[src/rtl/reg_file_pkg.sv]
// Shared constants for the register file: default geometry, the hardwired
// zero-register index and the write-counter saturation limit.
package reg_file_pkg;
    localparam int unsigned DATA_W_DEF = 32;
    localparam int unsigned ADDR_W_DEF = 5;
    localparam int unsigned WCNT_W     = 8;

    localparam logic [ADDR_W_DEF-1:0] ZERO_REG = 5'd0;
    localparam logic [WCNT_W-1:0]     WCNT_MAX = 8'd255;
endpackage : reg_file_pkg

[src/rtl/reg_read_port.sv]
// One combinational read port: storage mux, zero-register force and
// write-first forwarding of the in-flight write data.
module reg_read_port
    import reg_file_pkg::*;
#(
    parameter int unsigned DATA_W = DATA_W_DEF,
    parameter int unsigned ADDR_W = ADDR_W_DEF,
    parameter int unsigned DEPTH  = 2 ** ADDR_W
) (
    input  logic                    rst,
    input  logic [DEPTH*DATA_W-1:0] mem_flat,
    input  logic                    we,
    input  logic [ADDR_W-1:0]       wa,
    input  logic [DATA_W-1:0]       wd,
    input  logic [ADDR_W-1:0]       ra,
    output logic [DATA_W-1:0]       rd
);

    logic             ra_zero_s;
    logic             bypass_s;
    logic [DATA_W-1:0] stored_s;

    assign ra_zero_s = (ra == ADDR_W'(ZERO_REG));
    assign bypass_s  = we && !rst && (wa != ADDR_W'(ZERO_REG)) && (ra == wa);
    assign stored_s  = mem_flat[int'(ra)*DATA_W +: DATA_W];

    // Select read data; reset and the zero register take priority over forwarding.
    always_comb begin
        rd = '0;
        if (rst || ra_zero_s) begin
            rd = '0;
        end else if (bypass_s) begin
            rd = wd;
        end else begin
            rd = stored_s;
        end
    end

endmodule : reg_read_port

[src/rtl/reg_file.sv]
// 2-read/1-write register file with a hardwired zero entry, write-first
// forwarding and a saturating count of committed writes.
module reg_file
    import reg_file_pkg::*;
#(
    parameter int unsigned DATA_W = DATA_W_DEF,
    parameter int unsigned ADDR_W = ADDR_W_DEF
) (
    input  logic              CLK,
    input  logic              RST,
    input  logic              WE,
    input  logic [ADDR_W-1:0] WA,
    input  logic [DATA_W-1:0] WD,
    input  logic [ADDR_W-1:0] RA1,
    input  logic [ADDR_W-1:0] RA2,
    output logic [DATA_W-1:0] RD1,
    output logic [DATA_W-1:0] RD2,
    output logic [7:0]        WCNT
);

    localparam int unsigned DEPTH = 2 ** ADDR_W;

    // Entry 0 has no storage at all; it reads as zero through the flat bus.
    logic [DATA_W-1:0]       mem_q [1:DEPTH-1];
    logic [DATA_W-1:0]       mem_d [1:DEPTH-1];
    logic [7:0]              wcnt_q;
    logic [7:0]              wcnt_d;
    logic                    commit_s;
    logic [DEPTH*DATA_W-1:0] mem_flat_s;

    assign commit_s = WE && (WA != ADDR_W'(ZERO_REG));

    // Next-state for storage and the saturating write counter.
    always_comb begin
        for (int i = 1; i < int'(DEPTH); i++) begin
            if (commit_s && (WA == ADDR_W'(i))) begin
                mem_d[i] = WD;
            end else begin
                mem_d[i] = mem_q[i];
            end
        end
        if (commit_s && (wcnt_q != WCNT_MAX)) begin
            wcnt_d = wcnt_q + 8'd1;
        end else begin
            wcnt_d = wcnt_q;
        end
    end

    // State registers with asynchronous clear.
    always_ff @(posedge CLK or posedge RST) begin
        if (RST) begin
            mem_q  <= '{default: '0};
            wcnt_q <= 8'd0;
        end else begin
            mem_q  <= mem_d;
            wcnt_q <= wcnt_d;
        end
    end

    // Flatten storage for the read ports, with a constant-zero slot 0.
    always_comb begin
        mem_flat_s = '0;
        for (int i = 1; i < int'(DEPTH); i++) begin
            mem_flat_s[i*DATA_W +: DATA_W] = mem_q[i];
        end
    end

    reg_read_port #(.DATA_W(DATA_W), .ADDR_W(ADDR_W), .DEPTH(DEPTH)) u_rd1 (
        .rst      (RST),
        .mem_flat (mem_flat_s),
        .we       (WE),
        .wa       (WA),
        .wd       (WD),
        .ra       (RA1),
        .rd       (RD1)
    );

    reg_read_port #(.DATA_W(DATA_W), .ADDR_W(ADDR_W), .DEPTH(DEPTH)) u_rd2 (
        .rst      (RST),
        .mem_flat (mem_flat_s),
        .we       (WE),
        .wa       (WA),
        .wd       (WD),
        .ra       (RA2),
        .rd       (RD2)
    );

    assign WCNT = wcnt_q;

endmodule : reg_file
[config.mk]
export PLATFORM = sky130hd
export DESIGN_NAME = reg_file
export DESIGN_NICKNAME = d
export VERILOG_FILES = /design/src/rtl/reg_file_pkg.sv /design/src/rtl/reg_read_port.sv /design/src/rtl/reg_file.sv
export SDC_FILE = /design/constraint.sdc
export NUM_CORES = 2
export LEC_CHECK = 0
export BUFFER_PORTS_ARGS = -buffer_cell sky130_fd_sc_hd__buf_2
export CAP_MARGIN = 20
export CORE_UTILIZATION = 35
export DETAILED_ROUTE_END_ITERATION = 16
export HOLD_SLACK_MARGIN = 0.15
export PLACE_DENSITY = 0.53
export RECOVER_POWER = 100
export SLEW_MARGIN = 5
export SYNTH_ARGS = -nofsm -noshare
export SYNTH_HDL_FRONTEND = slang
export SYNTH_SLANG_ARGS = --single-unit
[constraint.sdc]
create_clock -name CLK -period 74.4 [get_ports CLK]
set_input_delay 14.88 -clock CLK [delete_from_list [all_inputs] [get_ports CLK]]
set_output_delay 14.88 -clock CLK [all_outputs]
set_load 0.005 [all_outputs]
### Word-level counts from Yosys, hierarchy flattened

Cells that the tools add are included.

| operators by class | value |
|---|---|
| add/sub/neg operators | 1 |
| eq/ne operators | 34 |
| shift-type cells | 2 |
| multiplexer cells | 4 |
| reductions and logical operators | 43 |

Operator list:

| operator | count |
|---|---|
| $shiftx 1024x11->32 | 2 |
| $mux 32 | 4 |
| $eq 5x5->1 const B | 16 |
| $eq 5x4->1 const B | 8 |
| $logic_and 1x1->1 | 37 |
| $eq 5x3->1 const B | 4 |
| $eq 5x2->1 const B | 2 |
| $eq 5x5->1 | 2 |
| $logic_not 5->1 | 2 |
| $add 8x1->8 const B | 1 |
| $ne 8x8->1 const B | 1 |
| $eq 5x1->1 const B | 1 |
| $reduce_bool 5->1 | 1 |
| $logic_or 1x1->1 | 2 |
| $logic_not 1->1 | 1 |

| storage, ports and cells | value |
|---|---|
| register bits after elaboration | 1,000 |
| output and inout bits | 72 |

### Longest topological paths before layout

| depth | value |
|---|---|
| word-level depth | 6 |
| depth in mapped cells | 10 |
| gate-level depth less buffers | 7 |

### Hierarchy

Synthesis repeated with hierarchy kept, for this count alone.

| unflattened totals | value |
|---|---|
| cells, all modules | 3,809 |
| area total of the unflattened synthesis | 54,930.2 um^2 |

By module, submodules not included:

| module | instances | cells an instance | area each (um^2) |
|---|---|---|---|
| reg_file | 1 | 2,263 | 37,483.4 |
| reg_read_port | 2 | 773 | 8,723.4 |

### Worst setup path before layout

OpenSTA, ideal clock, no wires.

| timing path | value |
|---|---|
| path kind | input -> output |
| from | input port RST |
| to | output port RD2[10] |
| data arrival time | 41.178 ns |
| slack | 18.342 ns |
| cell stages on the path | 7 |
| cells stage by stage | inv_1 > o41ai_2 > or3_1 > buf_2 > buf_6 > a2111oi_2 > a211o_1 |

| on the way | value |
|---|---|
| word-level cells in the longest chain between the ends | 6 |

Ends and longest elaborated chain:

| element | RTL line | RTL |
|---|---|---|
| start: declaration | reg_file.sv:10 | `input logic RST,` |
| $logic_not 1->1 | reg_read_port.sv:24 | `assign bypass_s = we && !rst && (wa != ADDR_W'(ZERO_REG)) && (ra == wa);` |
| $logic_and 1x1->1 (3 in a row) | reg_read_port.sv:24 |  |
| $mux 32 | reg_read_port.sv:32 | `end else if (bypass_s) begin` |
| $mux 32 * | reg_read_port.sv:30 | `if (rst \|\| ra_zero_s) begin` |
| end: declaration | reg_file.sv:17 | `output logic [DATA_W-1:0] RD2,` |

Every way passes the cells marked *; elsewhere a longest branch is shown, timed or not.

### Worst setup path after layout

| timing path | value |
|---|---|
| from | input port RST |
| to | output port RD1[10] |

| on the way | value |
|---|---|
| word-level cells in the longest chain between the ends | 6 |

Ends and longest elaborated chain:

| element | RTL line | RTL |
|---|---|---|
| $logic_not 1->1 | reg_read_port.sv:24 |  |
| $logic_and 1x1->1 (3 in a row) | reg_read_port.sv:24 |  |
| $mux 32 | reg_read_port.sv:32 |  |
| $mux 32 * | reg_read_port.sv:30 |  |
| end: declaration | reg_file.sv:16 | `output logic [DATA_W-1:0] RD1,` |

Marked as above.

==> results.yml <==
synthesis:
  yosysWarnings: 0
  synth.most_common_cell: "mux2_2"
  syn_nets: 3885
  synth_area_leaders: "dfrtp_1, mux2_2, mux4_2"
  syn-cell-area_sq_um: 53960
  syn_avg_cell_area_sq_um: 14.07
  synth_top_area_share_pct: 46.38
  yosysTopAreaCell: "dfrtp_1"
  synth-edff-count: 0
  syn_inst: 3834
  synth_cell_types: 50
  seq_area_frac_synth_pct: 46.38
  ys.flop_type: "dfrtp_1"
  synth-seq-cells: 1000
  synth_common_cells: "mux2_2, dfrtp_1, mux4_2, clkbuf_1, mux2i_1"
  synthArstFlopShare_pct: 100.0
placement:
  port_buffers: 121
  dp_hpwl_mm: 101.2
  gp_congestion: 0.7833
min_path:
  worstHoldPathCells: 1
  hp-class: "register to register"
timing:
  fin_tns_setup_ns: 0
  drv_slew: 2105
  clock_skew_ns: 0.007901
  hold_viol: 0
  worst_slew_pin_slew_ns: 8.397
  setup_viol: 0
  relSlewSlack_pct: -459.8
  min_period_over_period_pct: 51.95
  finalCriticalPeriod_ns: 38.65
  fmaxAchievable_ghz: 0.02587
  rsz0062_at_grt: "no"
setup_path:
  path_class: "input pin to primary output"
  slowest_stage: "clkinvlp_2"
  cp-startpoint: "RST"
  worstSetupEndpoint: "RD1[10]"
  worstReg2RegEnd: "WCNT[7]$_DFFE_PP0P_"
  crit_path_start_kind: "input pin"
  crit_required_ns: 59.52
  crit_arrival_ns: 23.77
  r2r_slack_ns: 72.50
  r2r_start: "WCNT[0]$_DFFE_PP0P_"
  path_max_fanout: 79
  r2r_cells: 7
  critPathCaptureType: "primary output"
  crit_chain: "clkbuf_1 -> clkinvlp_2 -> clkbuf_1 -> o311ai_0 -> clkbuf_1 -> a211oi_1 -> a221o_1 -> buf_2"
  critPathMaxStageDelay_ns: 2.95
  path_common_cell: "clkbuf_1"
floorplan:
  die_h_microns: 394.6
  die_area_sq_um: 155700
  fp.dieW_microns: 394.6
  rows: 143
  core_sq_um: 152400
  start_util_pct: 35.39
  io_pins: 122
clock_network:
  h-tree-depth: 3
  cts_sinks: 1000
  root_buffer: "clkbuf_16"
  cts_max_path_buffers: 3
  ctsResizeCount: 0
  path_clk_slew_ns: 0.06
  cts_hold_buffers: 0
  clock_latency_ns: 0.75
  cts_tree: "yes"
  cts_setup_buffers: 0
  numCtsBuffers: 116
power_and_ir_drop:
  leakage_nw: 25.62
  power_mw: 1.645
  peakVddDrop_uv: 19.22
  power_density_nw_per_um2: 27.44
final_layout:
  drive_gt1_share_pct: 45.65
  final_nets: 3810
  fillers: 14360
  syn2layout_area_growth_pct: 11.11
global_route:
  antenna_found_initial: 8
  grt_max_degree: 158
  grt_pass1_wl_mm: 267.6
  grt_pass1_vias: 36190
  grt_usage_pct: 23.50
  grt_overflow: 0
routing:
  drc: 0
  wl_per_cell_microns: 31.12
  drtAntennaViolNets: 0
  first_pass_iters: 5
  vias_per_cell: 6.053
  drtIter0Drc: 3252
  totalWireLength_mm: 183.2
  num_vias: 35630
status:
  failed_checks: "capacitance limit, slew limit"
  outcome: "finished with violations"
job:
  max-cap-violations: 59
-- worst min-delay path by stage --
stage / endpoint / slack [ns] / start
global placement: WCNT[5]$_DFFE_PP0P_ / 0.48 / WCNT[5]$_DFFE_PP0P_
floorplan: WCNT[5]$_DFFE_PP0P_ / 0.49 / WCNT[5]$_DFFE_PP0P_
detailed placement: WCNT[5]$_DFFE_PP0P_ / 0.49 / WCNT[5]$_DFFE_PP0P_
global route: WCNT[5]$_DFFE_PP0P_ / 0.51 / WCNT[5]$_DFFE_PP0P_
CTS: WCNT[5]$_DFFE_PP0P_ / 0.50 / WCNT[5]$_DFFE_PP0P_
finish: WCNT[5]$_DFFE_PP0P_ / 0.49 / WCNT[5]$_DFFE_PP0P_
-- stage by stage --
stage | instance area (sq um) | util [%] | setup WS [ns] | hold slack [ns] | instances
finish | 59950 | 39.33 | 35.75 | 0.4870 | 5887
global placement | 56510 | 37.07 | 39.67 | 0.4820 | 5668
CTS | 60400 | 39.62 | 39.62 | 0.4989 | 5878
global route | 59940 | 39.32 | 34.74 | 0.5129 | 5882
floorplan | 53960 | - | 18.34 | 0.4851 | 3834
detailed placement | 56510 | 37.07 | 39.66 | 0.4910 | 5668
-- cell usage in the layout (no fill, tap or decap), types with 9 or more instances in the layout --
| master | count |
|---|---|
| a2111oi_0 | 10 |
| a211o_1 | 25 |
| a211oi_1 | 18 |
| a21oi_1 | 83 |
| a221o_1 | 18 |
| a221oi_1 | 51 |
| a22oi_1 | 63 |
| a32oi_1 | 9 |
| buf_2 | 71 |
| buf_4 | 42 |
| bufinv_16 | 11 |
| clkbuf_1 | 112 |
| clkbuf_16 | 117 |
| clkbuf_8 | 24 |
| clkinv_2 | 26 |
| dfrtp_1 | 1000 |
| inv_1 | 11 |
| mux2_2 | 1058 |
| mux2i_1 | 244 |
| mux4_2 | 361 |
| nand2_1 | 40 |
| nand3_1 | 18 |
| nor2_1 | 93 |
| nor2b_1 | 26 |
| nor3_1 | 70 |
| o21ai_0 | 50 |
| o221ai_1 | 35 |
| o22ai_1 | 64 |
| xnor2_1 | 9 |
-- state kept, by name, indices dropped and copies added (netlist names) --
signal / cells
WCNT: 8
mem_flat_s: 992
-- routing by layer --
metal  vias up  wire [microns]  global-route usage [%]
li1      14670               -                       -
met1     19420           81670                   33.62
met2      1263           83620                   35.91
met3       276           12810                   4.950
met4         4            5096                   6.465
met5         -              26                       0
-- cell families after synthesis --
| logic type | synth area share, % |
|---|---|
| adders and majority gates | 0.02319 |
| muxes | 41.68 |
| and+or+nand+nor | 2.620 |
| xor gates and xnor gates | 0.2760 |
| buffers and inverters | 3.154 |
| AOI/OAI and AO/OA | 5.872 |
| DFF | 46.38 |
-- cell type report --
| type | instances | area (sq um) | share of cell area, % |
|---|---|---|---|
| Multi-Input combinational cell | 2418 | 27290 | 45.53 |
| Sequential cell | 1000 | 25020 | 41.74 |
| Clock buffer | 168 | 3359 | 5.604 |
| Tap cell | 2030 | 2540 | 4.237 |
| Timing Repair Buffer | 209 | 1131 | 1.887 |
| Clock inverter | 42 | 531.8 | 0.8870 |
| Inverter | 14 | 55.05 | 0.09183 |
| Antenna cell | 6 | 15.01 | 0.02504 |
-- power by group --
group	leakage (nW)	switching, mW	total, mW	internal, mW
clock network	1.93	0.242	0.591	0.349
registers	12.8	0.0766	0.729	0.652
logic	10.9	0.135	0.325	0.190
-- critical path, delay by kind of cell --
| family | cells | cell delay, ns |
|---|---|---|
| compound gates | 3 | 1.45 |
| buf+inv | 5 | 7.33 |
Power figures use the tool's default switching activity.
